==> config.mk <==
export PLATFORM = sky130hd
export DESIGN_NAME = address_bus_high_register_flat
export DESIGN_NICKNAME = d
export VERILOG_FILES = /design/src/rtl/cpu65c02_pkg.sv /design/src/rtl/address_bus_high_register_if.sv /design/src/rtl/address_bus_high_register_byte_incrementer.sv /design/src/rtl/address_bus_high_register.sv /design/src/flat_wrapper.sv
export SDC_FILE = /design/constraint.sdc
export NUM_CORES = 1
export LEC_CHECK = 0
export ABC_AREA = 1
export BUFFER_PORTS_ARGS = -buffer_cell sky130_fd_sc_hd__buf_2
export CAP_MARGIN = 20
export CORE_MARGIN = 5
export CORE_UTILIZATION = 40
export CTS_CLUSTER_SIZE = 20
export DETAILED_ROUTE_END_ITERATION = 6
export PLACE_DENSITY = 0.66
export REMOVE_ABC_BUFFERS = 1
export SLEW_MARGIN = 20
export SYNTH_ARGS = -nofsm -noshare
export SYNTH_HDL_FRONTEND = slang
export SYNTH_SLANG_ARGS = --single-unit
==> constraint.sdc <==
create_clock -name CLK -period 1.6 [get_ports CLK]
set_input_delay 0 -clock CLK [delete_from_list [all_inputs] [get_ports CLK]]
set_output_delay 0 -clock CLK [all_outputs]
set_load 0.01 [all_outputs]
==> src/rtl/cpu65c02_pkg.sv <==
// -----------------------------------------------------------------------------
// cpu65c02_pkg
// Shared encodings for the 65C02 datapath blocks.
//   - PCH_CNTL operation codes (PCH_HOLD, PCH_LOAD, PCH_INC; 2'b11 also holds)
//   - ABH page-fixup FSM state encodings (ABH_IDLE, ABH_FIX)
//   - RESET_ABH_DEFAULT: ABH value after reset, pointing at the vector page
// -----------------------------------------------------------------------------
package cpu65c02_pkg;

    localparam logic [1:0] PCH_HOLD = 2'b00;
    localparam logic [1:0] PCH_LOAD = 2'b01;
    localparam logic [1:0] PCH_INC  = 2'b10;

    typedef enum logic {
        ABH_IDLE = 1'b0,
        ABH_FIX  = 1'b1
    } abh_state_e;

    localparam logic [7:0] RESET_ABH_DEFAULT = 8'hFF;

endpackage

==> src/rtl/address_bus_high_register_if.sv <==
// -----------------------------------------------------------------------------
// address_bus_high_register_if
// Bundle between the instruction sequencer / ADH source mux (master) and the
// address-bus-high register (slave).
//   ADH_IN    : internal address bus high byte
//   ABH_LOAD  : capture ADH_IN into ABH
//   IDX_CARRY : index-add low-byte carry, qualified by ABH_LOAD
//   PCH_CNTL  : PCH operation (hold / load / increment-on-carry)
//   PCL_CARRY : carry out of the PCL incrementer
//   RDY       : 1 = advance, 0 = freeze all state
//   ABH_OUT   : registered external address high byte
//   PCH_OUT   : registered program counter high byte
//   PAGE_FIX  : high during the page-cross fixup cycle
// -----------------------------------------------------------------------------
interface address_bus_high_register_if #(
    parameter int WIDTH = 8
);
    logic             RDY;
    logic [WIDTH-1:0] ADH_IN;
    logic             ABH_LOAD;
    logic             IDX_CARRY;
    logic [1:0]       PCH_CNTL;
    logic             PCL_CARRY;
    logic [WIDTH-1:0] ABH_OUT;
    logic [WIDTH-1:0] PCH_OUT;
    logic             PAGE_FIX;

    modport master (
        output RDY, ADH_IN, ABH_LOAD, IDX_CARRY, PCH_CNTL, PCL_CARRY,
        input  ABH_OUT, PCH_OUT, PAGE_FIX
    );

    modport slave (
        input  RDY, ADH_IN, ABH_LOAD, IDX_CARRY, PCH_CNTL, PCL_CARRY,
        output ABH_OUT, PCH_OUT, PAGE_FIX
    );
endinterface

==> src/rtl/address_bus_high_register_byte_incrementer.sv <==
// -----------------------------------------------------------------------------
// byte_incrementer
// Combinational WIDTH-bit +1 with wraparound; carry-out is discarded.
//   a_i : operand
//   y_o : a_i + 1 modulo 2^WIDTH
// -----------------------------------------------------------------------------
module byte_incrementer #(
    parameter int WIDTH = 8
) (
    input  logic [WIDTH-1:0] a_i,
    output logic [WIDTH-1:0] y_o
);
    assign y_o = a_i + WIDTH'(1);
endmodule

==> src/rtl/address_bus_high_register.sv <==
// -----------------------------------------------------------------------------
// address_bus_high_register
// Registered consumer of the ADH lines: latches the selected ADH byte into the
// external address-high output (ABH), holds PCH (load from ADH or increment on
// PCL carry) and inserts the one-cycle page-cross fixup for indexed modes.
//
// Ports:
//   CLK : core clock, rising edge
//   RST : asynchronous, active-high reset
//   bus : address_bus_high_register_if.slave (see interface file for signals)
//
// Configuration macro ABH_PAGE_FIX_EN:
//   defined   - IDLE/FIX FSM and ABH fixup increment are present
//   undefined - IDX_CARRY ignored, no FSM, PAGE_FIX tied to 0
// -----------------------------------------------------------------------------
module address_bus_high_register
    import cpu65c02_pkg::*;
#(
    parameter int               WIDTH     = 8,
    parameter logic [WIDTH-1:0] RESET_ABH = WIDTH'(RESET_ABH_DEFAULT)
) (
    input logic                       CLK,
    input logic                       RST,
    address_bus_high_register_if.slave bus
);

    logic [WIDTH-1:0] abh_q, abh_d;
    logic [WIDTH-1:0] pch_q, pch_d;
    logic [WIDTH-1:0] pch_inc;

    byte_incrementer #(.WIDTH(WIDTH)) u_pch_inc (
        .a_i (pch_q),
        .y_o (pch_inc)
    );

    // PCH path runs independently of the fixup FSM.
    always_comb begin
        pch_d = pch_q;
        if (bus.RDY) begin
            case (bus.PCH_CNTL)
                PCH_LOAD: pch_d = bus.ADH_IN;
                PCH_INC:  if (bus.PCL_CARRY) pch_d = pch_inc;
                default:  pch_d = pch_q;
            endcase
        end
    end

`ifdef ABH_PAGE_FIX_EN
    abh_state_e       state_q, state_d;
    logic [WIDTH-1:0] abh_inc;

    byte_incrementer #(.WIDTH(WIDTH)) u_abh_inc (
        .a_i (abh_q),
        .y_o (abh_inc)
    );

    // In FIX the fixup wins over any ABH_LOAD the sequencer may present.
    always_comb begin
        state_d = state_q;
        abh_d   = abh_q;
        if (bus.RDY) begin
            case (state_q)
                ABH_IDLE: begin
                    if (bus.ABH_LOAD) begin
                        abh_d = bus.ADH_IN;
                        if (bus.IDX_CARRY) state_d = ABH_FIX;
                    end
                end
                ABH_FIX: begin
                    abh_d   = abh_inc;
                    state_d = ABH_IDLE;
                end
                default: state_d = ABH_IDLE;
            endcase
        end
    end

    always_ff @(posedge CLK or posedge RST) begin
        if (RST) state_q <= ABH_IDLE;
        else     state_q <= state_d;
    end

    // The one-bit state register is itself the PAGE_FIX flop.
    assign bus.PAGE_FIX = (state_q == ABH_FIX);
`else
    logic unused_idx_carry;
    assign unused_idx_carry = bus.IDX_CARRY;

    always_comb begin
        abh_d = abh_q;
        if (bus.RDY && bus.ABH_LOAD) abh_d = bus.ADH_IN;
    end

    assign bus.PAGE_FIX = 1'b0;
`endif

    always_ff @(posedge CLK or posedge RST) begin
        if (RST) begin
            abh_q <= RESET_ABH;
            pch_q <= '0;
        end else begin
            abh_q <= abh_d;
            pch_q <= pch_d;
        end
    end

    assign bus.ABH_OUT = abh_q;
    assign bus.PCH_OUT = pch_q;

endmodule

==> src/flat_wrapper.sv <==
// flat-port wrapper written by rule: the top's interface ports become plain ports
module address_bus_high_register_flat import cpu65c02_pkg::*;
#(
    parameter int               WIDTH     = 8,
    parameter logic [WIDTH-1:0] RESET_ABH = WIDTH'(RESET_ABH_DEFAULT)
)
  (CLK, RST, bus_RDY, bus_ADH_IN, bus_ABH_LOAD, bus_IDX_CARRY, bus_PCH_CNTL, bus_PCL_CARRY, bus_ABH_OUT, bus_PCH_OUT, bus_PAGE_FIX);
  address_bus_high_register_if #(.WIDTH(WIDTH)) bus_i ();
  input logic CLK;
  input logic RST;
  input wire logic [$bits(bus_i.RDY)-1:0] bus_RDY;
  input wire logic [$bits(bus_i.ADH_IN)-1:0] bus_ADH_IN;
  input wire logic [$bits(bus_i.ABH_LOAD)-1:0] bus_ABH_LOAD;
  input wire logic [$bits(bus_i.IDX_CARRY)-1:0] bus_IDX_CARRY;
  input wire logic [$bits(bus_i.PCH_CNTL)-1:0] bus_PCH_CNTL;
  input wire logic [$bits(bus_i.PCL_CARRY)-1:0] bus_PCL_CARRY;
  output wire logic [$bits(bus_i.ABH_OUT)-1:0] bus_ABH_OUT;
  output wire logic [$bits(bus_i.PCH_OUT)-1:0] bus_PCH_OUT;
  output wire logic [$bits(bus_i.PAGE_FIX)-1:0] bus_PAGE_FIX;
  assign bus_i.RDY = bus_RDY;
  assign bus_i.ADH_IN = bus_ADH_IN;
  assign bus_i.ABH_LOAD = bus_ABH_LOAD;
  assign bus_i.IDX_CARRY = bus_IDX_CARRY;
  assign bus_i.PCH_CNTL = bus_PCH_CNTL;
  assign bus_i.PCL_CARRY = bus_PCL_CARRY;
  assign bus_ABH_OUT = bus_i.ABH_OUT;
  assign bus_PCH_OUT = bus_i.PCH_OUT;
  assign bus_PAGE_FIX = bus_i.PAGE_FIX;
  address_bus_high_register #(.WIDTH(WIDTH), .RESET_ABH(RESET_ABH)) u_core (.CLK(CLK), .RST(RST), .bus(bus_i));
endmodule
==> results of run 1 <==
[metrics by stage]
stage / area, um^2 / hold slack, ps
global route: 1230 / 80.4
CTS: 1230 / 66.5
finish: 1230 / 69.1
global placement: 1110 / 94.1
floorplan: 923 / -92.0
detailed placement: 1110 / 98.0
[logic make-up after synthesis]
group           count (synthesis)  synth area share (%)
fa+ha+maj                       1                  1.33
buf+inv                        13                  6.37
flops                          16                  43.6
other cells                     1                 0.398
simple gates                   68                  32.1
mux                             6                  9.56
xor+xnor                        1                 0.930
compound gates                  8                  5.71
[flip-flops by register name, summed over array words and instances, names as in the netlist]
register            flops
u_core.bus.ABH_OUT      8
u_core.bus.PCH_OUT      8
[layout by cell type, fill, tap and decap left out, types with 4 or more instances in the layout]
cell	count
nor2_1	10
o21ai_0	4
nand2_1	43
mux2_4	6
dfstp_2	8
nand3_1	7
inv_1	10
dlygate4sd3_1	9
dfrtp_1	8
buf_2	30
[cell type report]
class | count | area share (%)
Clock buffer | 4 | 2.94
Inverter | 11 | 3.34
Multi-Input combinational cell | 85 | 38.2
Sequential cell | 16 | 33.2
Tap cell | 28 | 2.84
Timing Repair Buffer | 39 | 19.5
[worst max-delay path: stages, from the launching register on]
cell     delay [ps]
dfrtp_1         450
ha_1            220
nand3_1         130
o21ai_0         170
nand3_1          90
nand2_1          60
nand2_1          40
[power breakdown]
part           leakage (uW)  switching [uW]  internal (uW)
sequential         0.000183            68.2            494
clock             0.0000210             130            138
combinational      0.000444             178            162
total              0.000648             376            795
[layer usage]
| metal | GRT usage (%) | wire length [um] |
|---|---|---|
| met1 | 16.7 | 890 |
| met2 | 26.2 | 1120 |
| met3 | 2.85 | 95 |
| met4 | 2.98 | 22 |
| met5 | 0 | 0 |
[path summary, 6_finish.rpt]
check / endpoint / slack (ps)
min in group asynchronous: u_core.bus.PCH_OUT[4]$_DFFE_PP0P_ / 310
worst min-delay path: u_core.bus.ABH_OUT[3]$_DFFE_PP1P_ / 70
worst min register to register: u_core.bus.ABH_OUT[2]$_DFFE_PP1P_ / 500
max in group asynchronous: u_core.bus.PCH_OUT[0]$_DFFE_PP0P_ / 900
worst max-delay path: u_core.bus.PCH_OUT[6]$_DFFE_PP0P_ / 350
worst max register to register: u_core.bus.PCH_OUT[6]$_DFFE_PP0P_ / 350
[timing repair]
action	CTS	global route
hold buffers	9	0
hold endpoints to repair	16	0
buffers inserted	0	0
resized for setup	0	0
==> flow_summary.json, run 1 <==
{
  "status": "finished, final reports clean",
  "portBuffers": 30,
  "gp_congestion": 0.814,
  "yosysWarnings": 0,
  "syn_area_um2": 942,
  "avgRoutedWirePerCell_um": 11.6,
  "drc_errors": 0,
  "core-area_um2": 2230,
  "fin_skew_ps": 1.62,
  "syn_to_final_growth_pct": 31.1,
  "cp-end-kind": "flop",
  "die_w_um": 58.5,
  "drv_slew": 0,
  "tns_ps": 0,
  "vias": 866,
  "grt_pass1_wl_mm": 3.77,
  "vias_per_cell": 4.73,
  "die_area_um2": 3430,
  "start_util_pct": 42.2,
  "min_period_ps": 1250,
  "synth_common_cells": "nand2_1, inv_1, nor2_1",
  "synth-edff-count": 0,
  "p_leak_uw": 0.000648,
  "dp.final_hpwl_mm": 1.63,
  "grtUsageTotal_pct": 14.1,
  "drive_above_1_share_pct": 36.8,
  "whs_path_depth": 3,
  "grt_overflow": 0,
  "grt_pass1_vias": 840,
  "ios": 33,
  "drtIter0Drc": 15,
  "cts_root_buf": "clkbuf_4",
  "fillers": 222,
  "required_ps": 1790,
  "postRouteAntennaNets": 0,
  "rows": 17,
  "dp_cells": 170,
  "synth_top_area_share_pct": 22.3,
  "ys_types": 22,
  "start_kind": "flop",
  "hold_violations": 0,
  "grt_max_degree": 17,
  "synth.most_common_cell": "nand2_1",
  "yosysTopAreaCell": "dfstp_2",
  "multi_input_area_um2": 472,
  "clockBufferDepth": 2,
  "cts.sinks": 16,
  "fmax_mhz": 800,
  "final_util_pct": 55.3,
  "async_flop_share_pct": 100,
  "dr.pass1.iters": 4,
  "worst-setup-path-type": "flop to flop",
  "rsz0062_at_grt": "false",
  "clock_latency_ps": 280,
  "cp_max_fo": 6,
  "crit_arrival_ps": 1440,
  "cts_tree": "yes",
  "clk_pin_slew_ps": 100,
  "pwr_density_cell_nw_per_um2": 948,
  "layout_setup_ws_ps": 349,
  "hp-start": "bus_ABH_LOAD",
  "num-nets-final": 173,
  "drv_cap": 0,
  "relSlewSlack_pct": 60.3,
  "setup.worst_path.start": "u_core.bus.PCH_OUT[0]$_DFFE_PP0P_",
  "vdd_ir_drop_max_mv": 0.566,
  "dp_slack_ps": 358,
  "hold_class": "input pin to flop",
  "layout_worst_path_cycle_share_pct": 78.2,
  "seq_area_frac_synth_pct": 43.6,
  "cts_made_buffers": 3,
  "antennaDiodeCount": 0,
  "r2r-start": "u_core.bus.PCH_OUT[0]$_DFFE_PP0P_",
  "totalWireLength_mm": 2.13,
  "reg2reg_depth": 6,
  "p_total_uw": 1170,
  "die_h_um": 58.5,
  "antenna_found_initial": 0,
  "synth-main-ff-cell": "dfstp_2",
  "synthCells": 114,
  "worst_slew_pin_slew_ps": 596,
  "htreeDepth": 1,
  "fin_cells": 183,
  "netlist_top_cells_area": "dfstp_2, dfrtp_1, nand2_1",
  "avgSynthCellArea_um2": 8.26,
  "ys_ff_latch": 16,
  "setup_viol": 0,
  "seq_area_um2": 410
}
No activity file was read; power rests on OpenSTA's default activity.
==> inputs of run 2 (changes only) <==
ABC_AREA = 0   (was 1)
PLACE_DENSITY = 0.68   (was 0.66)
clock period = 1.2 ns   (was 1.6 ns; I/O delays follow)
==> run 2 against run 1 <==
The run now ends with negative setup slack left. Die area fell by 9.8%. Critical path type unchanged. Total power is 36% higher. Clock skew up 3.7 ps. Critical endpoint unchanged. Non-clock buffer count rose by 11. Critical path depth decreased by 1. Routed wire length decreased by 2.1%.
==> flow_summary.json, run 2 <==
{
  "seq_area_frac_synth_pct": 49.4,
  "critPathTopFamily": "flip-flops",
  "avgSynthCellArea_um2": 10.3,
  "hold_violations": 0,
  "antenna_found_initial": 0,
  "drtIter0Drc": 13,
  "worstPathCellList": "ha_2 > and3_4 > nand3_2 > a21oi_2 > a2bb2oi_2",
  "synth_common_cells": "nand2_1, dfrtp_1, dfstp_2, mux2_2, nor2_1",
  "htreeDepth": 1,
  "ios": 33,
  "synth-main-ff-cell": "dfstp_2",
  "clockBufferDepth": 2,
  "drv_cap": 0,
  "cts_root_buf": "clkbuf_4",
  "clock_latency_ps": 280,
  "cp_max_fo": 4,
  "final_util_pct": 62.7,
  "setup_viol": 1,
  "totalWireLength_mm": 2.08,
  "tns_ps": -5.53,
  "num-nets-final": 149,
  "fillers": 177,
  "ys_types": 31,
  "rsz0062_at_grt": "true",
  "gp_congestion": 0.866,
  "syn_area_um2": 831,
  "antennaDiodeCount": 0,
  "final_common_cell": "buf_2",
  "dr.pass1.iters": 4,
  "vdd_ir_drop_max_mv": 0.778,
  "dp.final_hpwl_mm": 1.45,
  "min_period_ps": 1210,
  "multi_input_area_um2": 437,
  "die_h_um": 55.6,
  "synth.most_common_cell": "nand2_1",
  "synth_top_area_share_pct": 25.3,
  "postRouteAntennaNets": 0,
  "drc_errors": 0,
  "grt_pass1_vias": 756,
  "seq_area_um2": 410,
  "synth-edff-count": 0,
  "grt_max_degree": 17,
  "cts_made_buffers": 3,
  "avgRoutedWirePerCell_um": 13.3,
  "syn_to_final_growth_pct": 48.0,
  "synthCells": 81,
  "fmax_mhz": 830,
  "cts.sinks": 16,
  "p_total_uw": 1590,
  "final_cell_mix": "buf_2, buf_4, nand2_1, dlygate4sd3_1",
  "rows": 16,
  "core-area_um2": 1960,
  "place_area_um2": 1050,
  "status": "finished with violations",
  "portBuffers": 30,
  "drv_slew": 0,
  "cp_num_buf_inv": 0,
  "worst_slew_pin_slew_ps": 587,
  "die_w_um": 55.6,
  "vias_per_cell": 4.98,
  "layout_setup_ws_ps": -5.53,
  "fin_area_um2": 1230,
  "grt_pass1_wl_mm": 3.49,
  "yosysTopAreaCell": "dfstp_2",
  "critPathSlowestCell": "dfrtp_1",
  "pwr_density_cell_nw_per_um2": 1300,
  "ys_ff_latch": 16,
  "async_flop_share_pct": 100,
  "cts_tree": "yes",
  "relSlewSlack_pct": 60.9,
  "clk_pin_slew_ps": 90,
  "die_area_um2": 3090,
  "netlist_top_cells_area": "dfstp_2, dfrtp_1, mux2_2",
  "violations": "negative setup slack",
  "start_kind": "flop",
  "grt_overflow": 0,
  "cp-end-kind": "flop",
  "drive_above_1_share_pct": 54.6,
  "grtUsageTotal_pct": 14.4,
  "crit_arrival_ps": 1420,
  "hold_class": "input pin to flop",
  "layout_worst_path_cycle_share_pct": 100,
  "yosysWarnings": 0,
  "start_util_pct": 42.3,
  "finalHoldWorstSlack_ps": 131,
  "worst-setup-path-type": "flop to flop",
  "max_stage_delay_ps": 400,
  "p_leak_uw": 0.000553,
  "required_ps": 1420,
  "fin_skew_ps": 5.32,
  "vias": 782
}
## run 2: cell types whose count changed in the layout (fill, tap and decap cells not counted), moves of 3 or more
cell	previous run	this run
mux2_2	0	8
nor2_1	10	6
buf_4	0	11
mux2_4	6	0
a21oi_1	0	3
nand2_1	43	9
inv_1	10	1
nand3_1	7	3
## run 2: what timing repair did
item	in CTS	in global routing
cloned	0	0
hold buffers	9	0
pin swaps	7	4
resized for setup	4	8
buffers inserted	3	0
endpoints found under the hold margin	19	0
setup endpoints to repair	4	5
## run 2: worst paths after layout
check                      slack, ps                               from  depth (start not counted)                           endpoint
max                               -6  u_core.bus.PCH_OUT[0]$_DFFE_PP0P_                          5  u_core.bus.PCH_OUT[6]$_DFFE_PP0P_
min                              130                            bus_RDY                          3  u_core.bus.PCH_OUT[2]$_DFFE_PP0P_
max reg2reg                       -6  u_core.bus.PCH_OUT[0]$_DFFE_PP0P_                          5  u_core.bus.PCH_OUT[6]$_DFFE_PP0P_
min reg2reg                      560  u_core.bus.PCH_OUT[7]$_DFFE_PP0P_                          1  u_core.bus.PCH_OUT[7]$_DFFE_PP0P_
max in group asynchronous        490                                RST                          3  u_core.bus.PCH_OUT[7]$_DFFE_PP0P_
min in group asynchronous        320                                RST                          3  u_core.bus.PCH_OUT[1]$_DFFE_PP0P_
## run 2: area by class of cell
class | count | share of cell area (%)
Clock buffer | 3 | 1.83
Inverter | 1 | 0.305
Multi-Input combinational cell | 60 | 35.5
Sequential cell | 16 | 33.4
Tap cell | 27 | 2.75
Timing Repair Buffer | 50 | 26.2
## run 2: routing by layer
layer  track usage, %  up-vias  share of wire, %
met5                0        -                 0
met4             7.29        0               2.0
met3             3.48        4               6.0
met2             25.0       24                51
met1             16.3      361                41
li1                 -      393                 -
## run 2: cell families (layout without fill, tap and decap cells)
| family | Yosys count | after routing | synth area share, % |
|---|---|---|---|
| flops | 16 | 16 | 49.4 |
| compound gates | 21 | 21 | 15.8 |
| simple gates | 28 | 28 | 16.9 |
| other cells | 1 | 1 | 0.451 |
| buf+inv | 5 | 54 | 3.92 |
| fa+ha+maj | 1 | 1 | 1.51 |
| mux | 9 | 9 | 12.0 |
## run 2: worst reg2reg max path, stage by stage (launching register included)
cell       delay, ps
dfrtp_1          400
ha_2             190
and3_4           200
nand3_2           70
a21oi_2          150
a2bb2oi_2        130
## run 2: stage by stage
step,setup slack (ps),cells
detailed placement,-46.8,142
global route,-97.2,157
CTS,-5.58,157
global placement,-5.50,142
finish,-5.53,157
floorplan,-92.4,77
## run 2: power breakdown
group          switching [uW]  total, uW  internal (uW)
combinational             271        584            312
sequential               65.7        731            666
clock                     162        278            117
==> inputs of run 3 (changes only) <==
clock period = 1.45 ns   (was 1.2 ns; I/O delays follow)
==> run 3 against run 2 <==
Clock skew fell by 3.9 ps. Total power shrank 24%. Largest cell class is now sequential cells. The flow now finishes without violations. Via count decreased by 3.7%. Critical path type unchanged. Core utilization is 6.3 points lower. First-iteration DRC count rose by 7.7%. Count of clock-buffer cells in the layout unchanged. Non-clock buffer count down 11.
==> flow_summary.json, run 3 (synthesized netlist as in run 2, its figures left out) <==
{
  "status": "finished, final reports clean",
  "cts_made_buffers": 3,
  "tns_ps": 0,
  "critPathTopFamily": "flip-flops",
  "core-area_um2": 1960,
  "drtIter0Drc": 14,
  "worst-setup-path-type": "flop to flop",
  "die_h_um": 55.6,
  "syn_to_final_growth_pct": 33.1,
  "reg2reg_depth": 5,
  "worst_slew_pin_slew_ps": 585,
  "worstPathCellList": "ha_1 > and3_4 > nand3_1 > a21oi_1 > a2bb2oi_1",
  "crit_arrival_ps": 1510,
  "clock_latency_ps": 280,
  "post_cts_buffers": 0,
  "critPathSlowestCell": "dfrtp_2",
  "fin_cells": 146,
  "vdd_ir_drop_max_mv": 0.724,
  "num-nets-final": 138,
  "grt_pass1_vias": 742,
  "dp_slack_ps": 118,
  "p_leak_uw": 0.000494,
  "regToRegEndpoint": "u_core.bus.PCH_OUT[6]$_DFFE_PP0P_",
  "dr.pass1.iters": 4,
  "grt_overflow": 0,
  "dp.final_hpwl_mm": 1.37,
  "vias_per_cell": 5.16,
  "setup_viol": 0,
  "finalHoldWorstSlack_ps": 101,
  "cp_num_buf_inv": 0,
  "cts.sinks": 16,
  "clk_pin_slew_ps": 90,
  "required_ps": 1660,
  "htreeDepth": 1,
  "avgRoutedWirePerCell_um": 13.3,
  "fin_skew_ps": 1.46,
  "max_stage_delay_ps": 420,
  "ios": 33,
  "gp_congestion": 0.813,
  "drc_errors": 0,
  "reg2reg_slack_ps": 150,
  "final_common_cell": "buf_2",
  "rsz0062_at_grt": "false",
  "antenna_found_initial": 0,
  "rows": 16,
  "cp_max_fo": 7,
  "drv_slew": 0,
  "dp_cells": 134,
  "layout_worst_path_cycle_share_pct": 89.5,
  "layout_setup_ws_ps": 152,
  "relSlewSlack_pct": 61.0,
  "start_kind": "flop",
  "grtUsageTotal_pct": 14.0,
  "p_total_uw": 1210,
  "die_w_um": 55.6,
  "hold_violations": 0,
  "antennaDiodeCount": 0,
  "hold_class": "input pin to flop",
  "final_cell_mix": "buf_2, nand2_1, dlygate4sd3_1",
  "cp-end-kind": "flop",
  "min_period_ps": 1300,
  "hp-start": "bus_RDY",
  "fillers": 199,
  "grt_max_degree": 17,
  "hold_end": "u_core.bus.PCH_OUT[0]$_DFFE_PP0P_",
  "whs_path_depth": 3,
  "cts_root_buf": "clkbuf_4",
  "drive_above_1_share_pct": 44.5,
  "r2r-start": "u_core.bus.PCH_OUT[0]$_DFFE_PP0P_",
  "cts_tree": "yes",
  "grt_pass1_wl_mm": 3.42,
  "fmax_mhz": 771,
  "clockBufferDepth": 2,
  "pwr_density_cell_nw_per_um2": 1090,
  "drv_cap": 0,
  "start_util_pct": 42.3,
  "die_area_um2": 3090,
  "postRouteAntennaNets": 0,
  "portBuffers": 30,
  "vias": 753,
  "totalWireLength_mm": 1.94
}
[run 3: cell types whose count changed in the layout (fill, tap and decap cells not counted), sizes merged]
cell | previous run | this run
buf | 41 | 30
[run 3: worst reg2reg max path: stages (launching register included)]
cell       delay [ps]
dfrtp_2           420
ha_1              200
and3_4            210
nand3_1            80
a21oi_1           160
a2bb2oi_1         160
[run 3: how the worst max path moves through the flow]
stage	start	endpoint	slack (ps)	cells past startpoint
final	u_core.bus.PCH_OUT[0]$_DFFE_PP0P_	u_core.bus.PCH_OUT[6]$_DFFE_PP0P_	150	5
after global routing	u_core.bus.PCH_OUT[0]$_DFFE_PP0P_	u_core.bus.PCH_OUT[6]$_DFFE_PP0P_	30	5
after CTS	u_core.bus.PCH_OUT[0]$_DFFE_PP0P_	u_core.bus.PCH_OUT[6]$_DFFE_PP0P_	80	5
after detailed placement	u_core.bus.PCH_OUT[0]$_DFFE_PP0P_	u_core.bus.PCH_OUT[6]$_DFFE_PP0P_	120	5
after global placement	u_core.bus.PCH_OUT[0]$_DFFE_PP0P_	u_core.bus.PCH_OUT[6]$_DFFE_PP0P_	150	5
after floorplan	u_core.bus.PCH_OUT[0]$_DFFE_PP0P_	u_core.bus.PCH_OUT[6]$_DFFE_PP0P_	160	5
[run 3: layout make-up]
cell class / count / area [um^2] / area share (%)
well taps: 27 / 33.8 / 3.05
repair buffers: 39 / 240 / 21.7
inverters: 1 / 3.75 / 0.339
clock buffers: 3 / 22.5 / 2.04
flip-flops and latches: 16 / 413 / 37.3
multi-input cells: 60 / 393 / 35.5
[run 3: power breakdown]
part / switching, uW / internal (uW)
registers: 79.4 / 554
logic: 172 / 175
clock network: 134 / 96.5
total: 385 / 825
[run 3: through the flow]
step | cell area, um^2 | utilization, %
floorplan | 802 | -
global placement | 986 | 50.3
detailed placement | 986 | 50.3
CTS | 1100 | 56.0
global route | 1110 | 56.4
finish | 1110 | 56.4
[run 3: repair_timing]
action                                  CTS  global route
hold endpoints to repair                 20             0
gates resized for setup                   0             3
hold buffers                              9             0
endpoints found under the setup margin    0             1
[run 3: metal layers]
layer	up-vias	global-route usage, %	share of wire, %
met5	-	0	0
met4	0	9.03	2.2
met3	4	3.71	6.5
met2	27	23.1	50
met1	352	15.8	41
li1	370	-	-
